===== src/rtl/uart_rx_os16.sv =====
// 16x-oversampled UART receiver: start, DATA_BITS data (LSB first), optional parity, one stop bit.
// state     | meaning
// IDLE      | line idle, waiting for a falling edge on rxs
// START     | verifying start bit at its midpoint (sc==7)
// DATA      | sampling data bits at each midpoint (sc==15)
// PARITY    | sampling parity bit
// STOP      | sampling stop bit, then strobing done_r/errors
// WAIT_IDLE | stop bit was low; hold off until line is high for a full tick
module uart_rx_os16 #(
  parameter int CLKS_PER_TICK = 4,
  parameter int DATA_BITS     = 8,
  parameter int PARITY_EN     = 1,
  parameter int PARITY_ODD    = 0
) (
  input  logic                 clk,
  input  logic                 rst,
  input  logic                 rx,
  output logic [DATA_BITS-1:0] rx_data,
  output logic                 done_r,
  output logic                 parity_err,
  output logic                 frame_err,
  output logic                 error,
  output logic                 busy
);

  localparam int TW = (CLKS_PER_TICK > 1) ? $clog2(CLKS_PER_TICK) : 1;

  typedef enum logic [2:0] {IDLE, START, DATA, PARITY, STOP, WAIT_IDLE} state_t;

  state_t               state;
  logic                 rx_meta, rxs, rxs_d;
  logic [TW-1:0]        tcnt;
  logic                 tick;
  logic [3:0]           sc;
  logic [2:0]           bit_idx;
  logic [DATA_BITS-1:0] data_sh;
  logic                 par_bit;
  logic                 armed;
  logic                 fall;
  logic                 par_exp;
  logic                 par_bad;

  always_ff @(posedge clk or posedge rst) begin
    if (rst) begin
      rx_meta <= 1'b1;
      rxs     <= 1'b1;
      rxs_d   <= 1'b1;
    end else begin
      rx_meta <= rx;
      rxs     <= rx_meta;
      rxs_d   <= rxs;
    end
  end

  assign fall    = rxs_d & ~rxs;
  assign tick    = (tcnt == TW'(CLKS_PER_TICK - 1));
  assign par_exp = (^data_sh) ^ (PARITY_ODD != 0);
  assign par_bad = (PARITY_EN != 0) && (par_bit != par_exp);
  assign busy    = (state != IDLE);

  // Restarting the tick phase at the start edge keeps midpoints centred on each bit.
  always_ff @(posedge clk or posedge rst) begin
    if (rst)
      tcnt <= '0;
    else if ((state == IDLE && fall) || tick)
      tcnt <= '0;
    else
      tcnt <= tcnt + 1'b1;
  end

  always_ff @(posedge clk or posedge rst) begin
    if (rst) begin
      state      <= IDLE;
      sc         <= 4'd0;
      bit_idx    <= 3'd0;
      data_sh    <= '0;
      par_bit    <= 1'b0;
      armed      <= 1'b0;
      rx_data    <= '0;
      done_r     <= 1'b0;
      parity_err <= 1'b0;
      frame_err  <= 1'b0;
      error      <= 1'b0;
    end else begin
      done_r     <= 1'b0;
      parity_err <= 1'b0;
      frame_err  <= 1'b0;
      error      <= 1'b0;
      case (state)
        IDLE: begin
          if (fall) begin
            state <= START;
            sc    <= 4'd0;
          end
        end
        START: begin
          if (tick) begin
            if (sc == 4'd7) begin
              sc <= 4'd0;
              if (!rxs) begin
                state   <= DATA;
                bit_idx <= 3'd0;
              end else begin
                state <= IDLE;
              end
            end else begin
              sc <= sc + 4'd1;
            end
          end
        end
        DATA: begin
          if (tick) begin
            if (sc == 4'd15) begin
              sc               <= 4'd0;
              data_sh[bit_idx] <= rxs;
              bit_idx          <= bit_idx + 3'd1;
              if (bit_idx == 3'(DATA_BITS - 1))
                state <= (PARITY_EN != 0) ? PARITY : STOP;
            end else begin
              sc <= sc + 4'd1;
            end
          end
        end
        PARITY: begin
          if (tick) begin
            if (sc == 4'd15) begin
              sc      <= 4'd0;
              par_bit <= rxs;
              state   <= STOP;
            end else begin
              sc <= sc + 4'd1;
            end
          end
        end
        STOP: begin
          if (tick) begin
            if (sc == 4'd15) begin
              sc         <= 4'd0;
              rx_data    <= data_sh;
              done_r     <= 1'b1;
              parity_err <= par_bad;
              frame_err  <= ~rxs;
              error      <= par_bad | ~rxs;
              armed      <= 1'b0;
              state      <= rxs ? IDLE : WAIT_IDLE;
            end else begin
              sc <= sc + 4'd1;
            end
          end
        end
        WAIT_IDLE: begin
          // armed means rxs has stayed high since the previous tick boundary
          if (!rxs)
            armed <= 1'b0;
          else if (tick) begin
            if (armed)
              state <= IDLE;
            else
              armed <= 1'b1;
          end
        end
        default: state <= IDLE;
      endcase
    end
  end

endmodule

===== config.mk =====
export PLATFORM = sky130hd
export DESIGN_NAME = uart_rx_os16
export DESIGN_NICKNAME = d
export VERILOG_FILES = /design/src/rtl/uart_rx_os16.sv
export SDC_FILE = /design/constraint.sdc
export NUM_CORES = 1
export LEC_CHECK = 0
export BUFFER_PORTS_ARGS = -buffer_cell sky130_fd_sc_hd__buf_2
export CORE_ASPECT_RATIO = 0.7
export CORE_MARGIN = 3
export CORE_UTILIZATION = 40
export CTS_CLUSTER_SIZE = 16
export DETAILED_ROUTE_END_ITERATION = 7
export PLACE_DENSITY_LB_ADDON = 0.15
export SLEW_MARGIN = 20
export SYNTH_ARGS = -nofsm -noshare
export SYNTH_HDL_FRONTEND = slang
export SYNTH_SLANG_ARGS = --single-unit

===== constraint.sdc =====
create_clock -name clk -period 2.5 [get_ports clk]
set_input_delay 0.375 -clock clk [delete_from_list [all_inputs] [get_ports clk]]
set_output_delay 0.375 -clock clk [all_outputs]
set_load 0.05 [all_outputs]

Yosys cells after proc, flatten, opt, wreduce, memory -nomap -nowiden
Cells that the tools add are included.
{ "word_totals": {"ff_bits": 37, "input_bits": 3, "out_inout_bits": 13, "word_cells": 115} }
{ "op_classes": {"add_sub_neg": 3, "order_cmp": 2, "eq_ne": 26, "muxes": 49, "n_bitwise": 3, "n_reduce_logical": 17} }
{ "op_table": {"columns": ["op", "n"], "rows": [
  ["2-to-1 mux 3 bit", 19],
  ["!= test 2 bit (second input constant)", 14],
  ["2-to-1 mux 4 bit", 5],
  ["case mux 3 bit (6 select lines)", 1],
  ["2-to-1 mux 1 bit", 17],
  ["AND reduction 13 bit", 1],
  ["case mux 4 bit (3 select lines)", 1],
  ["equality test 3 bit (second input constant)", 3],
  ["AND reduction 3 bit", 3],
  ["bitwise mux 8 bit", 1],
  ["AND reduction 4 bit", 2],
  ["XOR reduction 8 bit", 1],
  ["equality test 3 x 2 -> 1 bit (second input constant)", 2],
  ["case mux 3 bit (2 select lines)", 1],
  ["AND reduction 6 bit", 1],
  ["nonzero test 3 bit", 2],
  ["adder 4 x 1 -> 4 bit (second input constant)", 1],
  ["equality test 4 x 3 -> 1 bit (second input constant)", 1],
  ["equality test 4 bit (second input constant)", 1],
  ["< comparator 3 x 4 -> 1 bit (second input constant)", 1],
  ["2-to-1 mux 2 bit", 2],
  ["nonzero test 2 bit", 2],
  ["adder 3 x 1 -> 3 bit (second input constant)", 1],
  ["demux 1 bit (select 3 bit)", 1],
  ["15 further kinds", 16]
]} }

Longest topological paths before layout
{ "depth": {"ltp_word": 6, "depth_mapped": 7, "ltp_nobuf": 6} }

Worst setup path before layout
Ideal clock, no wire load.
{ "synth_path": {"path_type": "reg2reg", "start": "register sc[0]", "end": "register state[1]", "setup_time_ps": 127, "arrival_ps": 1779, "required_time_ps": 2373, "slack_ps": 594, "path_stages_with_launch": 8, "synth_period_minus_slack_ps": 1906, "path_cell_list": "dfrtp_1 > ha_1 > and3_1 > buf_6 > o21bai_4 > o31ai_2 > a2111oi_4 > mux2_1"} }
{ "synth_between": {"elab_chain_len": 3} }
{ "synth_lines": {"columns": ["item", "line", "source"], "rows": [
  ["start: declaration", "34", "logic [3:0] sc;"],
  ["start signal: assignment", "107", "sc <= sc + 4'd1;"],
  ["start signal: assignment", "120", "sc <= sc + 4'd1;"],
  ["start signal: assignment", "131", "sc <= sc + 4'd1;"],
  ["equality test 4 bit / equality test 4 x 3 -> 1 bit (equally long branches)", null, null],
  ["!= test 2 bit (no source line)", null, null],
  ["AND reduction 13 bit (no source line) *", null, null],
  ["end signal: assignment", "118", "state <= (PARITY_EN != 0) ? PARITY : STOP;"],
  ["end signal: assignment", "145", "state <= rxs ? IDLE : WAIT_IDLE;"],
  ["end: declaration", "30", "state_t state;"]
]} }
Mark *: on every way between the ends. The rest lies on a longest branch, timed or not.
A chain may end at the register's enable or synchronous reset.

Worst setup path after layout
{ "layout_path": {"start": "register sc[0]", "end": "register state[2]"} }
Same word-level chain as after synthesis.

==> flow_summary.yaml <==
clocking:
  root_buffer: "clkbuf_8"
  cts_setup_buffers: 0
  ctsResizeCount: 0
  clk_pin_slew_ns: 0.07
  cts_buffers: 5
  ctsHoldBuffers: 0
  cts_tree: "done"
  cts_buffer_depth: 2
  clk_latency_ns: 0.28
  htree_levels: 2
  clock_sinks: 37
hold_path:
  worstHoldPathType: "input port to async pin"
power:
  total_power_mw: 1.81
  p_clk_share_pct: 21.9
  switching_power_uw: 673
  power.density_nw_per_um2: 875
  p_leak_nw: 0.965
  seq_power_share_pct: 44.5
  p_int_mw: 1.13
  swShare_pct: 37.2
  combPwrFrac_pct: 33.7
  ir_worst_vdd_v: 0.000645
finish:
  final_cells: 238
  nets: 189
  seqCellArea_um2: 930
  drive_gt1_share_pct: 32.2
  area_growth_pct: 11.2
  fillers: 396
  final_common_cell: "dfrtp_1"
  antennaDiodeCount: 0
  multi_input_area_um2: 855
  final_cell_mix: "dfrtp_1 (34), mux2_2 (18), buf_2 (15)"
die:
  ioPinCount: 16
  die_h_um: 63.0
  dieArea_um2: 5510
  start_util_pct: 42.2
  die_x_um: 87.5
  fp-row-count: 20
  core-area_um2: 4400
yosys:
  yosysTopAreaCellShare_pct: 45.8
  synth_ff_type: "dfrtp_1"
  syn-num-nets: 171
  yosysTopAreaCell: "dfrtp_1"
  synth_cells: 164
  synth_seq_area_share_pct: 50.0
  yosys-top-cells-area: "dfrtp_1 (46%), mux2_2 (11%), dfstp_2 (4.2%), xnor2_1 (3.8%), ha_1 (2.7%)"
  ys_types: 45
  synth_edf_count: 0
  yosys_warnings: 0
  ys_ff_latch: 37
  synth_area_um2: 1860
  async_reset_ff_share_pct: 100
  synth.avg_cell_area_um2: 11.3
global_route:
  grt_pass1_vias: 1180
  grtUsageTotal_pct: 13.7
  antenna_found_initial: 0
  grt_overflow: 0
  grt_max_degree: 38
  grt_pass1_wl_mm: 5.89
timing:
  setup-tns-final_ns: 0
  min_period_ns: 2.12
  clock.fmax_mhz: 471
  hold_viol: 0
  drv_slew: 0
  setup_slack_ns: 0.377
  finalSetupViolCount: 0
  slew_headroom_pct: 58.3
  clock_skew_ns: 0.00299
  period_share_pct: 84.9
  rsz0062_at_grt: "false"
  worstMarginPinSlew_ns: 0.620
run:
  maxCapViolCount: 0
detailed_routing:
  drt-total-wl_mm: 3.31
  drc_errors: 0
  detail_route.wl_per_cell_um: 13.9
  vias_per_cell: 5.16
  vias: 1228
  antenna_left: 0
  drt_iter0_drc: 37
  drt-pass1-iter-count: 4
setup_path:
  slowest_delay_ns: 0.44
  worstReg2RegEnd: "state[2]$_DFFE_PP0P_"
  cp.depth: 6
  worstRegToRegCells: 6
  worstPathRequired_ns: 2.66
  reg2reg_from: "sc[0]$_DFFE_PP0P_"
  crit_start: "sc[0]$_DFFE_PP0P_"
  worst-endpoint-arrival_ns: 2.28
  reg2reg_setup_slack_ns: 0.38
  crit_end: "state[2]$_DFFE_PP0P_"
  cp_slowest_cell: "a2111oi_4"
  crit_fanout: 7
  critPathCaptureType: "flop"
  worst-setup-path-type: "flop to flop"
  crit_family: "compound AO/OA/AOI/OAI gates"
  start_kind: "flop"
  cp_cell_sequence: "ha_1 > and3_1 > o21bai_4 > o31ai_2 > a2111oi_4 > mux2_1"
  critPathBufInv: 0
placed_design:
  gp_congestion: 0.840
  dp_slack_ns: 0.375
  placement.io_buffers: 15
  dp_cells: 230
  hpwl_mm: 2.47
status:
  status: "completed"
## routing by layer
layer / GRT usage (%) / routed length (um) / up-vias
met5: 0 / 0 / -
met4: 2.30 / 10 / 0
met3: 4.35 / 162 / 2
met2: 18.9 / 1370 / 27
met1: 21.0 / 1760 / 595
li1: - / - / 604
## cells by family after synthesis
family | after synthesis | synth area share, %
AND/OR/NAND/NOR | 54 | 14.8
flip-flops | 37 | 50.0
multiplexers | 25 | 14.9
AO/OA/AOI/OAI | 19 | 9.36
buffers and inverters | 16 | 3.97
XOR/XNOR | 9 | 4.24
adder cells (fa/ha/maj) | 4 | 2.69
## cells in the mapped netlist (all sizes together) (3+ instances only)
master	instances
o21ai	4
xnor2	8
a21oi	4
nand2b	4
nor3	8
ha	4
nor2	11
nand3	7
nand2	12
inv	9
dfrtp	34
dfstp	3
mux2i	4
buf	5
mux2	21
## worst reg2reg max path: cells and delay by family (launching register included)
kind / cells / cell delay [ns]
AO/OA/AOI/OAI: 3 / 0.72
AND/OR/NAND/NOR: 1 / 0.31
adder cells (fa/ha/maj): 1 / 0.22
multiplexers: 1 / 0.37
flip-flops: 1 / 0.39
## power by group through the flow
| stage | Sequential, mW | Combinational, mW | Clock (mW) |
|---|---|---|---|
| 5_1_grt | 0.823 | 0.683 | 0.443 |
| 3_3_place_gp | 0.807 | 0.593 | 0 |
| 2_1_floorplan | 0.734 | 0.579 | 0 |
| 3_5_place_dp | 0.812 | 0.612 | 0 |
| 6_report | 0.804 | 0.608 | 0.395 |
| 4_1_cts | 0.801 | 0.612 | 0.411 |
## final cells by class
| class | count | share of cell area [%] |
|---|---|---|
| Clock buffer | 6 | 3.51 |
| Clock inverter | 2 | 0.484 |
| Inverter | 9 | 1.63 |
| Multi-Input combinational cell | 111 | 41.3 |
| Tap cell | 55 | 3.33 |
| Timing Repair Buffer | 18 | 4.72 |
| Sequential cell | 37 | 45.0 |
## flip-flops by register name (all words and copies together) (netlist names)
name,cells
data_sh,8
armed,1
tcnt,2
par_bit,1
bit_idx,3
frame_err,1
rx_data,8
rxs,1
rxs_d,1
rx_meta,1
sc,4
parity_err,1
state,3
error,1
done_r,1
## worst min path at each step
| stage | slack (ns) | end | cells past startpoint | start |
|---|---|---|---|---|
| after floorplan | 0.35 | rxs$_DFF_PP1_ | 0 | rx_meta$_DFF_PP1_ |
| after global placement | 0.35 | rxs$_DFF_PP1_ | 0 | rx_meta$_DFF_PP1_ |
| after detailed placement | 0.35 | rxs$_DFF_PP1_ | 0 | rx_meta$_DFF_PP1_ |
| after CTS | 0.18 | rx_meta$_DFF_PP1_ | 1 | rx |
| after global routing | 0.18 | rx_meta$_DFF_PP1_ | 1 | rx |
| final | 0.19 | tcnt[0]$_DFF_PP0_ | 3 | rst |
## per-stage QoR
stage / area, um^2 / util, % / hold slack [ns]
after global routing: 2070 / 46.9 / 0.177
after detailed placement: 1980 / 45.1 / 0.354
final: 2070 / 46.9 / 0.189
after floorplan: 1860 / - / 0.345
after global placement: 1980 / 45.1 / 0.347
after CTS: 2070 / 46.9 / 0.182
(Power assumes the default switching activity.)
